### src/rtl/thumb_decode_queue.sv
// thumb_decode_queue
//   Buffered Thumb decode stage between fetch and execute. Halfwords are
//   accepted into a DEPTH-entry queue. The head entry is decoded
//   combinationally and captured into a registered micro-op bundle, with
//   valid/ready back-pressure on both sides. 32-bit BL prefix/suffix pairs are
//   merged by a two-state FSM. A synchronous flush drops all in-flight state.
//
// Ports
//   clk          clock, all state on rising edge
//   reset        asynchronous active-low reset
//   flush        synchronous drop of queue, BL state and output bundle
//   in_valid     halfword offered by fetch
//   in_ready     queue has a free entry
//   instruction  offered halfword
//   out_valid    bundle valid
//   out_ready    execute consumes the bundle
//   uop          micro-op code (0 branch/nop, 1 ADD, 2 SUB, 4 EOR, 5 CMP,
//                6 LSL, 8 MOV, 9 STR, 10 LDR, 11 BL)
//   num_to_rhs   num replaces the port-1 RHS operand
//   num          immediate or branch offset (halfword units, unshifted)
//   sel_p0/sel_p1/sel_in  register selects
//   explose      undefined or unsupported encoding
//   branch_cond  1111 not a branch, 1110 always, else Thumb condition
//   level        queue occupancy
module thumb_decode_queue #(
  parameter int DEPTH = 4,
  parameter int NUM_W = 32,
  parameter int UOP_W = 5,
  parameter int REG_W = 4
) (
  input  logic                   clk,
  input  logic                   reset,
  input  logic                   flush,
  input  logic                   in_valid,
  output logic                   in_ready,
  input  logic [15:0]            instruction,
  output logic                   out_valid,
  input  logic                   out_ready,
  output logic [UOP_W-1:0]       uop,
  output logic                   num_to_rhs,
  output logic [NUM_W-1:0]       num,
  output logic [REG_W-1:0]       sel_p0,
  output logic [REG_W-1:0]       sel_p1,
  output logic [REG_W-1:0]       sel_in,
  output logic                   explose,
  output logic [3:0]             branch_cond,
  output logic [$clog2(DEPTH):0] level
);

  localparam int PTR_W = $clog2(DEPTH);
  localparam int LVL_W = PTR_W + 1;
  localparam logic [LVL_W-1:0] FULL_LVL = LVL_W'(DEPTH);

  localparam logic [0:0] ST_FIRST  = 1'b0;
  localparam logic [0:0] ST_SECOND = 1'b1;

  localparam logic [UOP_W-1:0] UOP_NOP = UOP_W'(0);
  localparam logic [UOP_W-1:0] UOP_ADD = UOP_W'(1);
  localparam logic [UOP_W-1:0] UOP_SUB = UOP_W'(2);
  localparam logic [UOP_W-1:0] UOP_EOR = UOP_W'(4);
  localparam logic [UOP_W-1:0] UOP_CMP = UOP_W'(5);
  localparam logic [UOP_W-1:0] UOP_LSL = UOP_W'(6);
  localparam logic [UOP_W-1:0] UOP_MOV = UOP_W'(8);
  localparam logic [UOP_W-1:0] UOP_STR = UOP_W'(9);
  localparam logic [UOP_W-1:0] UOP_LDR = UOP_W'(10);
  localparam logic [UOP_W-1:0] UOP_BL  = UOP_W'(11);

  localparam logic [3:0] COND_NONE = 4'b1111;
  localparam logic [3:0] COND_AL   = 4'b1110;

  // Field extension helpers
  function automatic logic [REG_W-1:0] reg3(input logic [2:0] f);
    logic [REG_W-1:0] r;
    r      = '0;
    r[2:0] = f;
    return r;
  endfunction

  function automatic logic [NUM_W-1:0] zext3(input logic [2:0] f);
    return {{(NUM_W-3){1'b0}}, f};
  endfunction

  function automatic logic [NUM_W-1:0] zext5(input logic [4:0] f);
    return {{(NUM_W-5){1'b0}}, f};
  endfunction

  function automatic logic [NUM_W-1:0] zext8(input logic [7:0] f);
    return {{(NUM_W-8){1'b0}}, f};
  endfunction

  function automatic logic [NUM_W-1:0] sext8(input logic [7:0] f);
    return {{(NUM_W-8){f[7]}}, f};
  endfunction

  function automatic logic [NUM_W-1:0] sext11(input logic [10:0] f);
    return {{(NUM_W-11){f[10]}}, f};
  endfunction

  function automatic logic [NUM_W-1:0] sext22(input logic [21:0] f);
    return {{(NUM_W-22){f[21]}}, f};
  endfunction

  // Queue storage and control state
  logic [15:0]      mem_q [DEPTH];
  logic [PTR_W-1:0] rd_ptr_q, rd_ptr_d;
  logic [PTR_W-1:0] wr_ptr_q, wr_ptr_d;
  logic [LVL_W-1:0] count_q, count_d;
  logic [0:0]       state_q, state_d;
  logic [10:0]      hi11_q, hi11_d;

  // Output bundle registers
  logic             out_valid_q, out_valid_d;
  logic [UOP_W-1:0] uop_q, uop_d;
  logic             rhs_q, rhs_d;
  logic [NUM_W-1:0] num_q, num_d;
  logic [REG_W-1:0] p0_q, p0_d;
  logic [REG_W-1:0] p1_q, p1_d;
  logic [REG_W-1:0] in_q, in_d;
  logic             exp_q, exp_d;
  logic [3:0]       cond_q, cond_d;

  // Head decode results
  logic [15:0]      head;
  logic             head_vld;
  logic [UOP_W-1:0] dec_uop;
  logic             dec_rhs;
  logic [NUM_W-1:0] dec_num;
  logic [REG_W-1:0] dec_p0;
  logic [REG_W-1:0] dec_p1;
  logic [REG_W-1:0] dec_in;
  logic             dec_exp;
  logic [3:0]       dec_cond;
  logic             dec_prefix;  // BL prefix: pop and latch, no bundle
  logic             dec_hold;    // broken BL pair: emit explose, keep head

  logic load_en;
  logic push;
  logic pop;

  assign head     = mem_q[rd_ptr_q];
  assign head_vld = (count_q != '0);
  assign in_ready = (count_q < FULL_LVL);
  assign load_en  = head_vld & (~out_valid_q | out_ready);
  assign pop      = load_en & ~dec_hold;
  assign push     = in_valid & in_ready & ~flush;

  // Combinational decode of the queue head
  always_comb begin
    dec_uop    = UOP_NOP;
    dec_rhs    = 1'b0;
    dec_num    = '0;
    dec_p0     = '0;
    dec_p1     = '0;
    dec_in     = '0;
    dec_exp    = 1'b0;
    dec_cond   = COND_NONE;
    dec_prefix = 1'b0;
    dec_hold   = 1'b0;

    if (state_q == ST_SECOND) begin
      if (head[15:11] == 5'b11111) begin
        dec_uop  = UOP_BL;
        dec_cond = COND_AL;
        dec_num  = sext22({hi11_q, head[10:0]});
      end else begin
        // The prefix is abandoned; this halfword is decoded on its own next time.
        dec_exp  = 1'b1;
        dec_hold = 1'b1;
      end
    end else if (head[15:6] == 10'b0000000000) begin
      // LSL #0 is a register move and takes priority over the shift form.
      dec_uop = UOP_MOV;
      dec_p0  = reg3(head[5:3]);
      dec_in  = reg3(head[2:0]);
    end else if (head[15:11] == 5'b00000) begin
      dec_uop = UOP_LSL;
      dec_rhs = 1'b1;
      dec_num = zext5(head[10:6]);
      dec_p1  = reg3(head[5:3]);
      dec_in  = reg3(head[2:0]);
    end else if (head[15:11] == 5'b00011) begin
      dec_uop = head[9] ? UOP_SUB : UOP_ADD;
      dec_p1  = reg3(head[5:3]);
      dec_in  = reg3(head[2:0]);
      if (head[10]) begin
        dec_rhs = 1'b1;
        dec_num = zext3(head[8:6]);
      end else begin
        dec_p0 = reg3(head[8:6]);
      end
    end else if (head[15:11] == 5'b00100) begin
      dec_uop = UOP_MOV;
      dec_rhs = 1'b1;
      dec_num = zext8(head[7:0]);
      dec_in  = reg3(head[10:8]);
    end else if (head[15:11] == 5'b00101) begin
      dec_uop = UOP_CMP;
      dec_rhs = 1'b1;
      dec_num = zext8(head[7:0]);
      dec_p1  = reg3(head[10:8]);
    end else if (head[15:12] == 4'b0011) begin
      dec_uop = head[11] ? UOP_SUB : UOP_ADD;
      dec_rhs = 1'b1;
      dec_num = zext8(head[7:0]);
      dec_p1  = reg3(head[10:8]);
      dec_in  = reg3(head[10:8]);
    end else if (head[15:6] == 10'b0100000001) begin
      dec_uop = UOP_EOR;
      dec_p0  = reg3(head[2:0]);
      dec_p1  = reg3(head[5:3]);
      dec_in  = reg3(head[2:0]);
    end else if (head[15:12] == 4'b0110) begin
      // Offset is passed through unscaled; execute applies the word scaling.
      dec_rhs = 1'b1;
      dec_num = zext5(head[10:6]);
      dec_p1  = reg3(head[5:3]);
      if (head[11]) begin
        dec_uop = UOP_LDR;
        dec_in  = reg3(head[2:0]);
      end else begin
        dec_uop = UOP_STR;
        dec_p0  = reg3(head[2:0]);
      end
    end else if (head[15:12] == 4'b1101) begin
      if (head[11:9] == 3'b111) begin
        dec_exp = 1'b1;
      end else begin
        dec_cond = head[11:8];
        dec_num  = sext8(head[7:0]);
      end
    end else if (head[15:11] == 5'b11100) begin
      dec_cond = COND_AL;
      dec_num  = sext11(head[10:0]);
    end else if (head[15:11] == 5'b11110) begin
      dec_prefix = 1'b1;
    end else begin
      dec_exp = 1'b1;
    end
  end

  // Next-state logic
  always_comb begin
    rd_ptr_d    = rd_ptr_q;
    wr_ptr_d    = wr_ptr_q;
    count_d     = count_q;
    state_d     = state_q;
    hi11_d      = hi11_q;
    out_valid_d = out_valid_q;
    uop_d       = uop_q;
    rhs_d       = rhs_q;
    num_d       = num_q;
    p0_d        = p0_q;
    p1_d        = p1_q;
    in_d        = in_q;
    exp_d       = exp_q;
    cond_d      = cond_q;

    if (flush) begin
      rd_ptr_d    = '0;
      wr_ptr_d    = '0;
      count_d     = '0;
      state_d     = ST_FIRST;
      out_valid_d = 1'b0;
      uop_d       = UOP_NOP;
      rhs_d       = 1'b0;
      num_d       = '0;
      p0_d        = '0;
      p1_d        = '0;
      in_d        = '0;
      exp_d       = 1'b0;
      cond_d      = COND_NONE;
    end else begin
      wr_ptr_d = wr_ptr_q + PTR_W'(push);
      rd_ptr_d = rd_ptr_q + PTR_W'(pop);
      count_d  = count_q + LVL_W'(push) - LVL_W'(pop);

      if (load_en) begin
        if (dec_prefix) begin
          state_d     = ST_SECOND;
          hi11_d      = head[10:0];
          out_valid_d = 1'b0;
        end else begin
          state_d     = ST_FIRST;
          out_valid_d = 1'b1;
          uop_d       = dec_uop;
          rhs_d       = dec_rhs;
          num_d       = dec_num;
          p0_d        = dec_p0;
          p1_d        = dec_p1;
          in_d        = dec_in;
          exp_d       = dec_exp;
          cond_d      = dec_cond;
        end
      end else if (out_ready) begin
        out_valid_d = 1'b0;
      end
    end
  end

  // Queue storage: data only, no reset needed
  always_ff @(posedge clk) begin
    if (push) begin
      mem_q[wr_ptr_q] <= instruction;
    end
  end

  // State registers
  always_ff @(posedge clk or negedge reset) begin
    if (!reset) begin
      rd_ptr_q    <= '0;
      wr_ptr_q    <= '0;
      count_q     <= '0;
      state_q     <= ST_FIRST;
      hi11_q      <= '0;
      out_valid_q <= 1'b0;
      uop_q       <= UOP_NOP;
      rhs_q       <= 1'b0;
      num_q       <= '0;
      p0_q        <= '0;
      p1_q        <= '0;
      in_q        <= '0;
      exp_q       <= 1'b0;
      cond_q      <= COND_NONE;
    end else begin
      rd_ptr_q    <= rd_ptr_d;
      wr_ptr_q    <= wr_ptr_d;
      count_q     <= count_d;
      state_q     <= state_d;
      hi11_q      <= hi11_d;
      out_valid_q <= out_valid_d;
      uop_q       <= uop_d;
      rhs_q       <= rhs_d;
      num_q       <= num_d;
      p0_q        <= p0_d;
      p1_q        <= p1_d;
      in_q        <= in_d;
      exp_q       <= exp_d;
      cond_q      <= cond_d;
    end
  end

  assign out_valid   = out_valid_q;
  assign uop         = uop_q;
  assign num_to_rhs  = rhs_q;
  assign num         = num_q;
  assign sel_p0      = p0_q;
  assign sel_p1      = p1_q;
  assign sel_in      = in_q;
  assign explose     = exp_q;
  assign branch_cond = cond_q;
  assign level       = count_q;

endmodule

### config.mk
export PLATFORM = sky130hd
export DESIGN_NAME = thumb_decode_queue
export DESIGN_NICKNAME = d
export VERILOG_FILES = /design/src/rtl/thumb_decode_queue.sv
export SDC_FILE = /design/constraint.sdc
export NUM_CORES = 1
export LEC_CHECK = 0
export CAP_MARGIN = 20
export CORE_UTILIZATION = 45
export DETAILED_ROUTE_END_ITERATION = 16
export HOLD_SLACK_MARGIN = 0.15
export PLACE_DENSITY = 0.68
export SYNTH_ARGS = -nofsm -noshare
export SYNTH_HDL_FRONTEND = slang
export SYNTH_SLANG_ARGS = --single-unit
### constraint.sdc
create_clock -name clk -period 4.9 [get_ports clk]
set_clock_uncertainty 0.05 [all_clocks]
set_input_delay 0.735 -clock clk [delete_from_list [all_inputs] [get_ports clk]]
set_output_delay 0.735 -clock clk [all_outputs]
set_load 0.01 [all_outputs]
==> results of run 1 <==
-- through the flow --
stage	total power, mW	cell area [um2]	cells	setup slack (ps)
floorplan	2.22	5710	435	1920
global placement	2.60	6480	646	1320
detailed placement	2.62	6480	646	1180
CTS	3.82	7040	678	1170
global route	4.00	7040	678	925
finish	3.81	7040	678	1220
-- cell type report --
class                           instances  area (um2)  share of cell area (%)
Sequential cell                       125        3450                    49.0
Timing Repair Buffer                   81         793                    11.3
Inverter                               13        48.8                   0.693
Multi-Input combinational cell        259        1970                    28.0
Tap cell                              168         210                    2.99
Clock buffer                           24         472                    6.70
Clock inverter                          8        93.8                    1.33
-- power breakdown --
part           switching (mW)  internal [mW]
Clock                   0.425          0.770
Combinational           0.708          0.543
Sequential              0.121           1.25
-- worst paths after layout --
path                       depth (start not counted)   startpoint  slack [ps]   endpoint
max                                               11  rd_ptr_q[0]        1220   level[2]
min                                                2      num[17]         420    num[17]
max reg2reg                                       11  rd_ptr_q[0]        1220   level[2]
min reg2reg                                        2      num[17]         420    num[17]
max in group asynchronous                          2        reset        3860     num[0]
min in group asynchronous                          2        reset         430  out_valid
-- worst reg2reg max path, delay by kind of cell, from the launching register on --
family                   cells  cell delay [ps]
AO/OA/AOI/OAI                1              170
flip-flops                   1              680
AND/OR/NAND/NOR              3              480
XOR/XNOR                     1              160
adder cells (fa/ha/maj)      3              910
buffers and inverters        2              360
multiplexers                 1              740
-- metal layers --
metal / vias to the layer above / global-route usage, % / part of all wire (%)
li1: 1747 / - / -
met1: 1835 / 26.8 / 44
met2: 156 / 32.2 / 49
met3: 14 / 6.09 / 6.7
met4: 0 / 6.93 / 1.3
met5: - / 0 / 0
-- Yosys cell counts, types with 5 or more instances --
cell      count  area share (%)
inv_1        13            0.86
nor2b_1      10             1.1
nand3_1       6            0.53
dfrtp_1      57              25
nor2_1       24             1.6
nand2b_1      7            0.77
clkbuf_1     10            0.66
and3_1        8            0.88
buf_4        14             1.8
mux4_2       12             4.7
nor3_1        8            0.70
a221o_1       7             1.2
o21ai_1      12             1.1
o221ai_1      7             1.1
edfxtp_1     64              34
a22oi_1       5            0.66
o21ai_0      18             1.6
buf_2        10            0.88
nand2_1      36             2.4
a21oi_1      15             1.3
mux2_2       11             2.2
-- sequential cells by signal (all words and copies together), names as in the netlist, 4 cells and up --
name	cells
uop	4
mem_q	64
hi11_q	11
branch_cond	4
num	22
-- logic make-up (layout without fill, tap and decap cells) --
logic type | Yosys count | count (layout) | synth area share (%)
AOI/OAI and AO/OA | 94 | 94 | 11.3
xor gates and xnor gates | 6 | 6 | 0.922
adders and majority gates | 5 | 5 | 1.23
buffers and inverters | 51 | 126 | 5.18
DFF | 125 | 125 | 60.6
muxes | 27 | 27 | 8.76
other | 1 | 4 | 0.0658
and+or+nand+nor | 123 | 123 | 11.9
-- layout by cell type (no fill, tap or decap), types with 3 or more instances in the layout --
cell and instances:
a21oi_1 15, a221o_1 7, a22o_1 4, a22oi_1 5, a31oi_1 3, a32oi_1 3, and3_1 8, buf_4 5
clkbuf_1 5, clkbuf_16 17, clkdlybuf4s50_1 75, clkinv_2 5, conb_1 4, dfrtp_1 57, dfstp_2 4, edfxtp_1 64
ha_1 4, inv_1 13, mux2_2 11, mux4_1 4, mux4_2 12, nand2_1 36, nand2b_1 7, nand3_1 6
nor2_1 23, nor2_2 3, nor2b_1 10, nor3_1 7, o21ai_0 18, o21ai_1 12, o221ai_1 7, xnor2_1 4
==> flow_metrics.py, run 1 <==
metrics = {
    "status": {
        "outcome": "completed",
    },
    "worst_setup_path": {
        "cp_max_fo": 22,
        "worst_path_largest_cell_delay_ps": 740,
        "critPathSlowestCell": "mux4_2",
        "worstPathRequired_ps": 5130,
        "worst-path-buf-inv": 2,
        "path_common_cell": "ha_1",
        "cp_top_family": "adder cells",
        "end_kind": "flip-flop",
        "setup.worst_path.class": "flip-flop to flip-flop",
        "arrival_ps": 3910,
        "cp-start-kind": "flip-flop",
        "cp_cell_sequence": "buf_4 > mux4_2 > and2_1 > nand2_1 > a21boi_0 > ha_1 > inv_1 > ha_1 > fa_1 > xnor2_1 > nor2_1",
    },
    "floorplan": {
        "die_area_um2": 13100,
        "die_h_um": 115,
        "rows": 40,
        "coreArea_um2": 12200,
        "fp.dieW_um": 115,
        "initial_core_util_pct": 46.9,
        "io_pins": 81,
    },
    "routing": {
        "drt_iter0_markers": 280,
        "drc_errors": 0,
        "num_vias": 3752,
        "wl_per_cell_um": 18.2,
        "via_per_inst": 5.53,
        "postRouteAntennaNets": 0,
        "wirelength_um": 12300,
        "first_pass_iters": 5,
    },
    "clocking": {
        "cts_root_buf": "clkbuf_16",
        "path_clk_slew_ps": 60,
        "cts-buffers-inserted": 17,
        "hold_buffers": 0,
        "worstSkewPairLatency_ps": 420,
        "cts_tree": "done",
        "cts_sinks": 125,
        "post_cts_resized": 0,
        "cts_max_path_buffers": 2,
        "post-cts-setup-buffer-count": 0,
        "cts_max_level": 4,
    },
    "sta": {
        "setup_viol": 0,
        "slew_viol_final": 0,
        "finalCritPeriodShare_pct": 75.2,
        "finalSetupTns_ps": 0,
        "relSlewSlack_pct": 42.2,
        "hold_viol": 0,
        "worst_pin_slew_ps": 866,
        "rsz0062_at_grt": "false",
        "period_minus_slack_ps": 3680,
        "fmax_mhz": 272,
        "holdWs_ps": 425,
    },
    "final_layout": {
        "filler_cell_count": 983,
        "syn_to_final_growth_pct": 23.5,
        "diodes": 0,
        "final_nets": 523,
        "drive_gt1_share_pct": 14.7,
        "utilization_pct": 57.9,
    },
    "logic_synthesis": {
        "synth_edf_count": 64,
        "yosysWarnings": 0,
        "ys.flop_type": "edfxtp_1",
        "ys_seq_elements": 125,
        "synth.avg_cell_area_um2": 13.2,
        "syn_inst": 432,
        "ys_types": 68,
        "ys_seq_area_share_pct": 60.6,
        "syn_area_um2": 5700,
        "async_flop_share_pct": 48.8,
    },
    "global_routing": {
        "antenna_found_initial": 0,
        "grt_pass1_wl_um": 19600,
        "grt_max_degree": 62,
        "grt_pass1_vias": 3645,
        "grt_usage_pct": 20.3,
        "grt.overflow.total": 0,
    },
    "place": {
        "port_buffers": 76,
        "dp_hpwl_um": 8450,
        "gp_congestion": 0.857,
    },
    "pwr": {
        "peakVddDrop_mv": 0.381,
        "p_leak_nw": 2.72,
        "pwr_density_cell_nw_per_um2": 541,
    },
    "flow_run": {
        "drv_cap": 0,
    },
    "worst_hold_path": {
        "hp-class": "flip-flop to flip-flop",
    },
}
Note: power is estimated with default switching activity, not from simulation.
==> inputs of run 2 (changes only) <==
--- a/config.mk
+++ b/config.mk
@@ -9,7 +9,7 @@
 export CORE_UTILIZATION = 45
 export DETAILED_ROUTE_END_ITERATION = 16
 export HOLD_SLACK_MARGIN = 0.15
-export PLACE_DENSITY = 0.68
+export PLACE_DENSITY = 0.7
 export SYNTH_ARGS = -nofsm -noshare
 export SYNTH_HDL_FRONTEND = slang
 export SYNTH_SLANG_ARGS = --single-unit
==> constraint.sdc (replaced) <==
create_clock -name clk -period 3.37 [get_ports clk]
set_clock_uncertainty 0.05 [all_clocks]
set_input_delay 0.5055 -clock clk [delete_from_list [all_inputs] [get_ports clk]]
set_output_delay 0.5055 -clock clk [all_outputs]
set_load 0.01 [all_outputs]
==> flow_metrics.py, run 2 (same netlist as run 1, synthesis figures left out) <==
metrics = {
    "routing": {
        "num_vias": 3851,
        "via_per_inst": 5.56,
        "wirelength_um": 12700,
        "drc_errors": 0,
        "postRouteAntennaNets": 0,
        "first_pass_iters": 6,
        "drt_iter0_markers": 239,
        "wl_per_cell_um": 18.3,
    },
    "sta": {
        "worst_pin_slew_ps": 737,
        "setup_viol": 0,
        "rsz0062_at_grt": "false",
        "fmax_mhz": 323,
        "hold_viol": 0,
        "relSlewSlack_pct": 50.4,
        "period_minus_slack_ps": 3090,
        "finalSetupTns_ps": 0,
        "finalCritPeriodShare_pct": 91.8,
        "slew_viol_final": 0,
    },
    "global_routing": {
        "antenna_found_initial": 0,
        "grt_pass1_vias": 3734,
        "grt.overflow.total": 0,
        "grt_pass1_wl_um": 19800,
        "grt_usage_pct": 20.3,
        "grt_max_degree": 44,
    },
    "pwr": {
        "peakVddDrop_mv": 0.311,
        "p_leak_nw": 2.77,
        "pwr_density_cell_nw_per_um2": 784,
    },
    "clocking": {
        "post_cts_resized": 0,
        "cts_max_level": 4,
        "cts_sinks": 125,
        "cts_root_buf": "clkbuf_16",
        "post-cts-setup-buffer-count": 0,
        "path_clk_slew_ps": 60,
        "hold_buffers": 1,
        "cts-buffers-inserted": 17,
        "cts_tree": "done",
        "cts_max_path_buffers": 2,
        "worstSkewPairLatency_ps": 420,
    },
    "worst_hold_path": {
        "min_to": "num[17]",
        "holdCritStartpoint": "num[17]",
        "hp-class": "flip-flop to flip-flop",
        "min_delay_path_depth": 2,
    },
    "worst_setup_path": {
        "r2r-end": "num[4]",
        "r2r_slack_ps": 280,
        "rr_startpoint": "rd_ptr_q[0]",
        "arrival_ps": 3350,
        "setup.worst_path.class": "flip-flop to flip-flop",
        "cp_max_fo": 9,
        "worstRegToRegCells": 6,
        "worstPathRequired_ps": 3620,
        "cp-start-kind": "flip-flop",
        "end_kind": "flip-flop",
    },
    "final_layout": {
        "stdcell_area_um2": 7150,
        "drive_gt1_share_pct": 17.0,
        "diodes": 0,
        "final_common_cell": "clkdlybuf4s50_1",
        "utilization_pct": 58.8,
        "seq_area_um2": 3450,
        "final-instance-count-excl-fill": 693,
        "final_cell_mix": "clkdlybuf4s50_1, edfxtp_1, dfrtp_1",
        "syn_to_final_growth_pct": 25.5,
        "largest_register": "mem_q",
        "final_nets": 539,
        "filler_cell_count": 979,
        "multi_input_area_um2": 1970,
        "largest_reg_flops": 64,
    },
    "floorplan": {
        "die_h_um": 115,
        "coreArea_um2": 12200,
        "io_pins": 81,
        "initial_core_util_pct": 46.9,
        "rows": 40,
        "die_area_um2": 13100,
        "fp.dieW_um": 115,
    },
    "place": {
        "placedInstanceArea_um2": 6590,
        "dp.cells": 661,
        "dp_hpwl_um": 8660,
        "port_buffers": 76,
        "gp_congestion": 0.849,
    },
    "status": {
        "outcome": "completed",
    },
    "flow_run": {
        "drv_cap": 0,
    },
}
run 2: changes by cell type in the layout (fill, tap and decap cells not counted), sizes merged:
cell and delta:
buf +15, clkbuf -5, clkinvlp +5, clkinv -1, dlygate4sd3 +1
run 2: worst max-delay path, stage by stage, from the launching register on:
cell	delay, ps
dfrtp_1	610
buf_4	300
mux4_1	720
nor4_4	430
nand4b_2	230
a31o_2	310
a221o_1	330
run 2: how the worst max path moves through the flow:
| stage | startpoint | slack [ps] | cells after the start | end |
|---|---|---|---|---|
| after global routing | rd_ptr_q[0] | 140 | 10 | level[2] |
| after detailed placement | rd_ptr_q[0] | 290 | 6 | num[0] |
| after floorplan | rd_ptr_q[0] | 390 | 13 | level[2] |
| final | rd_ptr_q[0] | 280 | 6 | num[4] |
| after CTS | rd_ptr_q[0] | 270 | 6 | num[4] |
| after global placement | rd_ptr_q[0] | 400 | 6 | num[4] |
run 2: area by class of cell:
| cell class | instances | area share [%] |
|---|---|---|
| tap | 168 | 2.94 |
| inverter | 13 | 0.682 |
| clock buffer | 19 | 6.05 |
| sequential | 125 | 48.3 |
| clock inverter | 12 | 1.73 |
| multi-input combinational | 259 | 27.5 |
| timing repair buffer | 97 | 12.8 |
run 2: where the power goes:
| group | internal (mW) | total [mW] | switching, mW | leakage, nW |
|---|---|---|---|---|
| combinational | 0.850 | 1.90 | 1.05 | 1.12 |
| sequential | 1.81 | 1.97 | 0.160 | 1.40 |
| clock | 1.07 | 1.74 | 0.663 | 0.256 |
run 2: stage by stage:
| step | power, mW | hold WS (ps) | setup slack (ps) |
|---|---|---|---|
| 5_1_grt | 5.88 | 460 | 138 |
| 4_1_cts | 5.62 | 433 | 271 |
| 3_3_place_gp | 3.84 | 415 | 402 |
| 6_report | 5.61 | 430 | 275 |
| 2_1_floorplan | 3.23 | 160 | 386 |
| 3_5_place_dp | 3.88 | 421 | 292 |
run 2: layer usage:
layer	vias to the layer above	global-route usage, %	wire length, um	share of wire [%]
li1	1774	-	-	-
met1	1895	26.2	5420	43
met2	163	33.7	6280	50
met3	19	4.66	735	5.8
met4	0	7.45	219	1.7
met5	-	0	0	0
==> inputs of run 3 (changes only) <==
--- a/config.mk
+++ b/config.mk
@@ -6,6 +6,7 @@
 export NUM_CORES = 1
 export LEC_CHECK = 0
 export CAP_MARGIN = 20
+export CORE_MARGIN = 8
 export CORE_UTILIZATION = 45
 export DETAILED_ROUTE_END_ITERATION = 16
 export HOLD_SLACK_MARGIN = 0.15
==> flow_metrics.py, run 3 (same netlist as run 1, synthesis figures left out) <==
metrics = {
    "pwr": {
        "power_mw": 5.71,
        "peakVddDrop_mv": 0.455,
        "p_leak_nw": 2.81,
        "pwr_density_cell_nw_per_um2": 792,
    },
    "worst_setup_path": {
        "cp_max_fo": 8,
        "worstRegToRegCells": 6,
        "critPathSlowestCell": "mux4_1",
        "cp-start-kind": "flip-flop",
        "worst-path-buf-inv": 1,
        "setup.worst_path.class": "flip-flop to flip-flop",
        "end_kind": "flip-flop",
        "rr_startpoint": "rd_ptr_q[0]",
        "r2r-end": "num[4]",
        "arrival_ps": 3330,
        "cp_top_family": "multiplexers",
        "cp_cell_sequence": "buf_4 > mux4_1 > nor4_4 > nand4b_2 > a31o_2 > a221o_1",
        "worstPathRequired_ps": 3620,
        "worst_path_largest_cell_delay_ps": 720,
        "r2r_slack_ps": 290,
    },
    "sta": {
        "finalCritPeriodShare_pct": 91.4,
        "slew_viol_final": 0,
        "fmax_mhz": 325,
        "finalSetupTns_ps": 0,
        "rsz0062_at_grt": "false",
        "worst_pin_slew_ps": 920,
        "hold_viol": 0,
        "setup_viol": 0,
        "holdWs_ps": 432,
        "relSlewSlack_pct": 38.4,
        "period_minus_slack_ps": 3080,
    },
    "clocking": {
        "cts_max_path_buffers": 2,
        "cts_max_level": 4,
        "cts_root_buf": "clkbuf_16",
        "cts-buffers-inserted": 17,
        "path_clk_slew_ps": 60,
        "cts_tree": "done",
        "post-cts-setup-buffer-count": 0,
        "worstSkewPairLatency_ps": 420,
        "cts_sinks": 125,
        "post_cts_resized": 0,
        "hold_buffers": 0,
    },
    "final_layout": {
        "syn_to_final_growth_pct": 26.5,
        "diodes": 0,
        "drive_gt1_share_pct": 17.7,
        "filler_cell_count": 1035,
        "final_common_cell": "clkdlybuf4s50_1",
        "largest_reg_flops": 64,
        "final-instance-count-excl-fill": 697,
        "final_cell_mix": "clkdlybuf4s50_1, edfxtp_1, dfrtp_1",
        "final_nets": 538,
        "largest_register": "mem_q",
        "stdcell_area_um2": 7210,
    },
    "routing": {
        "first_pass_iters": 5,
        "wirelength_um": 12900,
        "drt_iter0_markers": 252,
        "via_per_inst": 5.48,
        "postRouteAntennaNets": 0,
        "num_vias": 3821,
        "wl_per_cell_um": 18.6,
        "drc_errors": 0,
    },
    "floorplan": {
        "die_area_um2": 16500,
        "initial_core_util_pct": 45.5,
        "fp.dieW_um": 129,
        "die_h_um": 129,
        "rows": 41,
        "coreArea_um2": 12500,
        "io_pins": 81,
    },
    "global_routing": {
        "grt.overflow.total": 0,
        "grt_pass1_wl_um": 21100,
        "grt_pass1_vias": 3974,
        "grt_max_degree": 50,
        "antenna_found_initial": 0,
        "grt_usage_pct": 16.5,
    },
    "place": {
        "dp_hpwl_um": 9150,
        "gp_congestion": 0.905,
        "dp.cells": 663,
        "port_buffers": 76,
        "placedInstanceArea_um2": 6580,
    },
    "status": {
        "outcome": "completed",
    },
    "flow_run": {
        "drv_cap": 0,
    },
    "worst_hold_path": {
        "hp-class": "input pin to asynchronous set/reset pin",
    },
}
[run 3: cell count changes in the layout (fill, tap and decap cells not counted)]
cell	delta
inv_6	+5
clkbuf_1	-2
buf_4	-2
clkinvlp_4	-3
buf_12	+1
inv_8	+4
clkinv_2	-1
clkinv_1	-2
[run 3: where the power goes]
group,internal (mW),leakage (nW),switching [mW],total (mW)
registers,1.81,1.40,0.164,1.97
clock network,1.12,0.293,0.727,1.84
logic,0.843,1.12,1.05,1.89
[run 3: worst register-to-register path, stage by stage (launching register included)]
cell      delay [ps]
dfrtp_1          600
buf_4            290
mux4_1           730
nor4_4           440
nand4b_2         220
a31o_2           300
a221o_1          330
[run 3: worst max-delay path by stage]
stage | slack [ps] | endpoint | cells past startpoint | startpoint
final | 290 | num[4] | 6 | rd_ptr_q[0]
after detailed placement | 280 | num[4] | 6 | rd_ptr_q[0]
after CTS | 280 | num[4] | 6 | rd_ptr_q[0]
after floorplan | 390 | level[2] | 13 | rd_ptr_q[0]
after global placement | 420 | num[3] | 6 | rd_ptr_q[0]
after global routing | 60 | num[3] | 6 | rd_ptr_q[0]
[run 3: cell type report]
type / count / area [um2] / share of cell area [%]
Inverter: 13 / 48.8 / 0.677
Timing Repair Buffer: 96 / 921 / 12.8
Multi-Input combinational cell: 259 / 1970 / 27.3
Sequential cell: 125 / 3450 / 47.9
Clock buffer: 17 / 425 / 5.90
Clock inverter: 15 / 178 / 2.46
Tap cell: 172 / 215 / 2.99
[run 3: metrics by stage]
| stage | worst slack, ps | util (%) |
|---|---|---|
| 2_1_floorplan | 386 | - |
| 3_3_place_gp | 425 | 52.5 |
| 3_5_place_dp | 284 | 52.5 |
| 4_1_cts | 278 | 57.4 |
| 5_1_grt | 60.0 | 57.6 |
| 6_report | 291 | 57.6 |
[run 3: routing by layer]
| layer | share of wire [%] | up-vias | GRT usage [%] |
|---|---|---|---|
| li1 | - | 1771 | - |
| met1 | 42 | 1880 | 20.0 |
| met2 | 49 | 153 | 26.6 |
| met3 | 8.0 | 17 | 5.38 |
| met4 | 1.7 | 0 | 7.12 |
| met5 | 0 | - | 0 |
